File: src/rtl/snd_beep_gen.sv
// Square-wave tone source for the sound-channel DAC serializer.
// Produces one offset-binary sample per tick and always ends a tone on mid-scale.
module snd_beep_gen #(
    parameter int          SAMPLE_DIV = 2500,
    parameter logic [7:0]  MID        = 8'h80
) (
    input  logic        clk,
    input  logic        reset_n,
    input  logic        i_start,
    input  logic [11:0] i_half_period,
    input  logic [15:0] i_duration,
    input  logic [6:0]  i_amplitude,
    input  logic        i_abort,
    input  logic        i_dac_ready,
    output logic [7:0]  o_sample,
    output logic        o_valid,
    output logic        o_busy,
    output logic [7:0]  o_miss_cnt
);

    localparam int             CW        = $clog2(SAMPLE_DIV);
    localparam logic [CW-1:0]  TICK_LAST = CW'(SAMPLE_DIV - 1);

    // FLUSH: tail sample generated but still waiting for the serializer
    typedef enum logic [1:0] {
        IDLE  = 2'd0,
        PLAY  = 2'd1,
        TAIL  = 2'd2,
        FLUSH = 2'd3
    } state_t;

    state_t       state_q, state_d;
    logic [CW-1:0] tick_cnt;
    logic         tick;

    logic [11:0]  half_q, half_d;
    logic [15:0]  dur_q, dur_d;
    logic [6:0]   amp_q, amp_d;
    logic [11:0]  phase_q, phase_d;
    logic         pol_q, pol_d;

    logic         pend_q, pend_d;
    logic [7:0]   pend_data_q, pend_data_d;
    logic         pend_tail_q, pend_tail_d;

    logic [7:0]   sample_q, sample_d;
    logic         valid_q, valid_d;
    logic [7:0]   miss_q, miss_d;

    logic         gen;
    logic [7:0]   gen_data;
    logic         gen_tail;

    always_ff @(posedge clk or negedge reset_n) begin
        if (!reset_n) begin
            tick_cnt <= '0;
        end else if (tick_cnt == TICK_LAST) begin
            tick_cnt <= '0;
        end else begin
            tick_cnt <= tick_cnt + 1'b1;
        end
    end

    assign tick = (tick_cnt == TICK_LAST);

    always_ff @(posedge clk or negedge reset_n) begin
        if (!reset_n) begin
            state_q     <= IDLE;
            half_q      <= 12'd1;
            dur_q       <= '0;
            amp_q       <= '0;
            phase_q     <= '0;
            pol_q       <= 1'b1;
            pend_q      <= 1'b0;
            pend_data_q <= MID;
            pend_tail_q <= 1'b0;
            sample_q    <= MID;
            valid_q     <= 1'b0;
            miss_q      <= '0;
        end else begin
            state_q     <= state_d;
            half_q      <= half_d;
            dur_q       <= dur_d;
            amp_q       <= amp_d;
            phase_q     <= phase_d;
            pol_q       <= pol_d;
            pend_q      <= pend_d;
            pend_data_q <= pend_data_d;
            pend_tail_q <= pend_tail_d;
            sample_q    <= sample_d;
            valid_q     <= valid_d;
            miss_q      <= miss_d;
        end
    end

    always_comb begin
        state_d     = state_q;
        half_d      = half_q;
        dur_d       = dur_q;
        amp_d       = amp_q;
        phase_d     = phase_q;
        pol_d       = pol_q;
        pend_d      = pend_q;
        pend_data_d = pend_data_q;
        pend_tail_d = pend_tail_q;
        sample_d    = sample_q;
        valid_d     = 1'b0;
        miss_d      = miss_q;
        gen         = 1'b0;
        gen_data    = MID;
        gen_tail    = 1'b0;

        case (state_q)
            IDLE: begin
                if (i_start && !i_abort && (i_duration != 16'd0)) begin
                    half_d  = (i_half_period == 12'd0) ? 12'd1 : i_half_period;
                    dur_d   = i_duration;
                    amp_d   = i_amplitude;
                    phase_d = '0;
                    pol_d   = 1'b1;
                    state_d = PLAY;
                end
            end
            PLAY: begin
                // Abort wins over a coincident tick; the tail follows on the next tick
                if (i_abort) begin
                    state_d = TAIL;
                end else if (tick) begin
                    gen      = 1'b1;
                    gen_data = pol_q ? (MID + {1'b0, amp_q}) : (MID - {1'b0, amp_q});
                    if (phase_q == (half_q - 12'd1)) begin
                        phase_d = '0;
                        pol_d   = ~pol_q;
                    end else begin
                        phase_d = phase_q + 12'd1;
                    end
                    dur_d = dur_q - 16'd1;
                    if (dur_q == 16'd1) begin
                        state_d = TAIL;
                    end
                end
            end
            TAIL: begin
                if (tick) begin
                    gen      = 1'b1;
                    gen_data = MID;
                    gen_tail = 1'b1;
                    state_d  = FLUSH;
                end
            end
            default: begin
            end
        endcase

        // A fresh sample goes straight out when the serializer is idle, else it waits
        if (gen) begin
            if (pend_q && (miss_q != 8'hFF)) begin
                miss_d = miss_q + 8'd1;
            end
            if (i_dac_ready) begin
                valid_d  = 1'b1;
                sample_d = gen_data;
                pend_d   = 1'b0;
                if (gen_tail) begin
                    state_d = IDLE;
                end
            end else begin
                pend_d      = 1'b1;
                pend_data_d = gen_data;
                pend_tail_d = gen_tail;
            end
        end else if (pend_q && i_dac_ready) begin
            valid_d  = 1'b1;
            sample_d = pend_data_q;
            pend_d   = 1'b0;
            if (pend_tail_q) begin
                state_d = IDLE;
            end
        end
    end

    assign o_sample   = sample_q;
    assign o_valid    = valid_q;
    assign o_busy     = (state_q != IDLE);
    assign o_miss_cnt = miss_q;

endmodule
File: config.mk
export PLATFORM = sky130hd
export DESIGN_NAME = snd_beep_gen
export DESIGN_NICKNAME = d
export VERILOG_FILES = /design/src/rtl/snd_beep_gen.sv
export SDC_FILE = /design/constraint.sdc
export NUM_CORES = 1
export LEC_CHECK = 0
export CAP_MARGIN = 10
export CORE_MARGIN = 2
export CORE_UTILIZATION = 57
export CTS_CLUSTER_SIZE = 28
export DETAILED_ROUTE_END_ITERATION = 8
export GPL_TIMING_DRIVEN = 0
export PLACE_DENSITY = 0.81
export SYNTH_ARGS = -nofsm -noshare
export SYNTH_HDL_FRONTEND = slang
export SYNTH_SLANG_ARGS = --single-unit
File: constraint.sdc
create_clock -name clk -period 3.2 [get_ports clk]
set_clock_uncertainty 0.05 [all_clocks]
set_input_delay 0.32 -clock clk [delete_from_list [all_inputs] [get_ports clk]]
set_output_delay 0.32 -clock clk [all_outputs]
set_load 0.01 [all_outputs]
# After elaboration in Yosys (flattened, before gate mapping)
# Cells that the tools add are included.
# W data, S select, Z words.
totals:
  regBits: 89
  input_bits: 40
  output_inout_bits: 18
  elab_cells: 94
classes:
  addsub: 7
  n_eq_ne: 11
  n_mux: 44
  n_bitwise: 2
  n_reduce_logical: 17
ops:
  columns: ["cell", "count"]
  rows:
  - ["$mux W12", 6]
  - ["$mux W8", 7]
  - ["$mux W16", 3]
  - ["$pmux W16 S2", 1]
  - ["$add A12 B1 Y12 const B", 2]
  - ["$pmux W12 S2", 1]
  - ["$mux W2", 10]
  - ["$eq A16 B1 Y1 const B", 1]
  - ["$reduce_bool A16 Y1", 1]
  - ["$sub A16 B1 Y16 const B", 1]
  - ["$mux W1", 13]
  - ["$eq A12 B12 Y1", 1]
  - ["$eq A12 B12 Y1 const B", 1]
  - ["$logic_not A12 Y1", 1]
  - ["$sub A12 B1 Y12 const B", 1]
  - ["$ne A2 B2 Y1 const B", 5]
  - ["$add A8 B1 Y8 const B", 1]
  - ["$add A8 B7 Y8 const A", 1]
  - ["$ne A8 B8 Y1 const B", 1]
  - ["$reduce_and A2 Y1", 4]
  - ["$sub A8 B7 Y8 const A", 1]
  - ["$pmux W2 S3", 1]
  - ["$reduce_bool A2 Y1", 3]
  - ["$reduce_and A5 Y1", 1]
  - ["other kinds (8)", 13]

# Depth between registers and ports, before layout
depth:
  ltp_word: 8
  ltp_mapped: 11
  mapped_depth_nobuf: 9

# Worst setup path before layout
# OpenSTA, ideal clock, no wires.
synth_path:
  kind: "register to register"
  start: "reg half_q[3]"
  end: "reg phase_q[10]"
  setup_time_ns: 0.128
  arrival_ns: 2.236
  t_required_ns: 3.022
  slack_ns: 0.786
  stages_incl_launch_ff: 9
  period_less_slack_ns: 2.414
  cell_sequence: "dfrtp_1 buf_6 or4_4 nor4_4 xnor2_1 o41ai_4 nand3_4 a31oi_1 o31ai_1"
synth_between:
  elab_chain_len: 6
synth_rtl:
  columns: ["element", "line_no", "text"]
  rows:
  - ["start: declaration", "36", "logic [11:0] half_q, half_d;"]
  - ["start signal: assignment", "82", "half_q <= half_d;"]
  - ["$sub A12 B1 Y12", "131", "if (phase_q == (half_q - 12'd1)) begin"]
  - ["$eq A12 B12 Y1", "131", null]
  - ["$mux W12", "131", null]
  - ["$mux W12", "128", "end else if (tick) begin"]
  - ["$mux W12", "126", "if (i_abort) begin"]
  - ["$pmux W12 S2", "113", "case (state_q)"]
  - ["end signal: assignment", "85", "phase_q <= phase_d;"]
  - ["end: declaration", "39", "logic [11:0] phase_q, phase_d;"]
# No other way between the ends. The select of a mux whose other input is x is not followed.
# A chain may end at the register's enable or synchronous reset.

# Worst setup path in the final report
layout_path:
  start: "reg state_q[1]"
  end: "reg phase_q[11]"
layout_between:
  elab_chain_len: 3
layout_rtl:
  columns: ["element", "line_no", "text"]
  rows:
  - ["start: declaration", "32", "state_t state_q, state_d;"]
  - ["start signal: assignment", "81", "state_q <= state_d;"]
  - ["$eq A2 B1 Y1 or $logic_not A2 Y1 (tied branches)", "113", null]
  - ["$ne A2 B2 Y1 (no line) or $reduce_bool A2 Y1 (tied branches)", null, null]
  - ["$reduce_and A4 Y1 (no line)", null, null]
# Several ways; a longest one is shown, not always the timed one.

==> flow_summary_export.csv <==
group,metric,value,unit
timing,rsz0062_at_grt,"false",
clock_tree,post-cts-setup-buffers,0,
routing,drt-wirelength-per-cell,16.5,um
synthesis,yosysWarningCount,0,
timing,hold_viol,0,
min_path,worstHoldStart,"o_sample[7]",
place,gp_congestion,0.891,
floorplan,start_util,58.3,%
synthesis,synth-seq-cells,89,
timing,maxSlewHeadroom,54.4,%
global_route,grt_usage,25.1,%
clock_tree,cts_tree,"done",
clock_tree,cts-buffers-inserted,9,
clock_tree,cts-root-buf,"clkbuf_8",
synthesis,synthDistinctLibCells,64,
setup_path,startpoint,"state_q[1]",
synthesis,syn_nets,588,
cells_and_area,fin_cells,719,
floorplan,chipHeight,98.0,um
routing,drc_errors,0,
cells_and_area,mostFrequentLayoutCells,"85 x dfrtp_1, 56 x clkdlybuf4s50_1, 54 x nand2_1",
clock_tree,htreeDepth,3,
power_and_ir_drop,p_leak,2.57,nW
clock_tree,cts_sinks,89,
cells_and_area,stdcell_area,0.00595,mm^2
floorplan,rows,34,
clock_tree,max-clock-path-buffers,2,
power_and_ir_drop,p_int,1.46,mW
setup_path,crit_chain,"inv_1, ha_1, inv_1, nor2_1, and2_1, buf_2, o21ai_2, nor4_1, xnor2_1, nor3_1",
setup_path,slowest_stage,"nor4_1",
cells_and_area,area_growth,18.3,%
synthesis,syn_area,0.00503,mm^2
run,drv_cap,0,
floorplan,die_x,98.0,um
setup_path,critical_path_arrival,3.12,ns
cells_and_area,drive_gt1_share,9.98,%
run_status,outcome,"completed",
synthesis,ys_seq_area_share,44.4,%
setup_path,critPathMaxStageDelay,0.47,ns
timing,drv_slew,0,
timing,fmax,0.345,GHz
setup_path,regToRegStartpoint,"state_q[1]",
clock_tree,clock_latency,0.36,ns
power_and_ir_drop,pwr-share-clk,36.7,%
power_and_ir_drop,switching_share,23.8,%
timing,fin_crit_sh,90.5,%
power_and_ir_drop,power_frac_seq,58.5,%
routing,first_pass_iters,5,
power_and_ir_drop,power,1.92,mW
timing,hold_ws,0.438,ns
global_route,overflow,0,
global_route,antenna_found_initial,0,
timing,period_needed,2.90,ns
setup_path,start_kind,"flip-flop",
place,dp.cells,702,
power_and_ir_drop,comb_power_share,4.8,%
cells_and_area,final_common_cell,"dfrtp_1",
synthesis,syn_inst,536,
routing,drtIter0Drc,243,
cells_and_area,antenna_cells,0,
setup_path,cp_data_required_time,3.42,ns
global_route,grt_pass1_wl,19700,um
min_path,hp-class,"reg2reg",
routing,vias,4290,
global_route,grt_pass1_vias,4177,
power_and_ir_drop,p_switching,0.457,mW
timing,worst_slew_pin_slew,0.678,ns
setup_path,path_class,"reg2reg",
synthesis,synth_top_flop_cell,"dfrtp_1",
floorplan,die_area,0.00959,mm^2
routing,ant_nets,0,
power_and_ir_drop,power-per-cell-area,323,mW/mm^2
synthesis,syn_area_per_cell,9.39,um^2
synthesis,synth_edf_count,0,
cells_and_area,layout.nets,658,
setup_path,cp-end-kind,"flip-flop",
clock_tree,path_clk_slew,0.10,ns
synthesis,synthArstFlopShare,100,%
floorplan,design.portCount,58,
power_and_ir_drop,vdd_drop_max,0.168,mV
routing,wirelength,11900,um
timing,finalSetupViolations,0,
place,portBuffers,57,
floorplan,core,0.00864,mm^2
routing,viasPerCell,5.97,
setup_path,worst-path-max-fanout,10,
global_route,grt_start_max_net_pins,47,
setup_path,worst_path_most_repeated_cell,"inv_1",
place,dp_hpwl,8870,um
place,postPlaceCellArea,0.00576,mm^2
per-layer routing:
layer  routed length [um]  up-vias  GRT usage (%)  part of all wire [%]
li1                     -     2082              -                     -
met3                  588       15           3.72                   4.9
met1                 5330     2059           34.0                    45
met5                    0        -              0                     0
met4                  140        0           7.80                   1.2
met2                 5830      134           41.8                    49
logic make-up after synthesis:
group	Yosys count	synth area share [%]
xor gates and xnor gates	38	6.62
DFF	89	44.4
AOI/OAI and AO/OA	121	14.6
buffers and inverters	39	3.13
muxes	25	5.50
adders and majority gates	12	2.98
and+or+nand+nor	212	22.8
Yosys cell counts, types with 9 or more instances:
cell	number	area, um^2
a21oi_1	38	190
and3_1	9	56.3
clkbuf_1	16	60.1
dfrtp_1	85	2130
ha_1	12	150
inv_1	17	63.8
mux2_2	21	236
nand2_1	54	203
nand2b_1	12	75.1
nand3_1	19	95.1
nand4_1	10	62.6
nor2_1	36	135
nor3_1	20	100
nor4_1	11	68.8
o21ai_0	31	155
o21ai_1	11	55.1
xnor2_1	18	158
xor2_1	20	175
critical path: cells and delay by family (launching register included):
family	cells	cell delay, ns
xor gates and xnor gates	1	0.15
DFF	1	0.45
adders and majority gates	1	0.32
buffers and inverters	3	0.53
and+or+nand+nor	4	1.14
AOI/OAI and AO/OA	1	0.18
through the flow:
| step | setup WS, ns | setup TNS [ns] | utilization (%) |
|---|---|---|---|
| global placement | -1.41 | -120.84 | 66.4 |
| global route | 0.0798 | 0 | 68.9 |
| detailed placement | 0.303 | 0 | 66.7 |
| finish | 0.305 | 0 | 68.9 |
| floorplan | 0.786 | 0 | - |
| CTS | 0.289 | 0 | 68.9 |
flip-flops by register name, indices dropped and copies added (netlist names), 2 cells and up:
name         count
o_sample         8
pend_data_q      8
amp_q            7
dur_q           16
tick_cnt        12
phase_q         12
state_q          2
half_q          12
o_miss_cnt       8
repair_timing:
| action | in CTS | in global routing |
|---|---|---|
| hold endpoints to repair | 41 | 0 |
| hold buffers | 1 | 0 |
| resized for setup | 0 | 1 |
| endpoints found under the setup margin | 0 | 8 |
cell type report:
cell class | count | area [um^2]
repair buffers | 59 | 606
plain buffers | 22 | 95.1
clock buffers | 9 | 124
clock inverters | 7 | 53.8
well taps | 108 | 135
fillers | 689 | 2690
flip-flops and latches | 89 | 2230
multi-input cells | 408 | 2640
inverters | 17 | 63.8
worst paths after layout:
path                                     to  slack, ns  cells past startpoint
max in group asynchronous             pol_q       1.96                      3
min in group asynchronous        phase_q[0]       0.46                      2
worst max register to register  phase_q[11]       0.30                     10
worst min-delay path            o_sample[7]       0.44                      2
worst max-delay path            phase_q[11]       0.30                     10
worst min register to register  o_sample[7]       0.44                      2
power by group through the flow:
| stage | clock network, mW | logic [mW] | registers [mW] |
|---|---|---|---|
| final | 0.705 | 0.0921 | 1.12 |
| after global placement | 0 | 0.0868 | 1.15 |
| after floorplan | 0 | 0.00820 | 1.15 |
| after CTS | 0.721 | 0.0932 | 1.12 |
| after global routing | 0.772 | 0.101 | 1.12 |
| after detailed placement | 0 | 0.0919 | 1.15 |
Power figures use the tool's default switching activity.
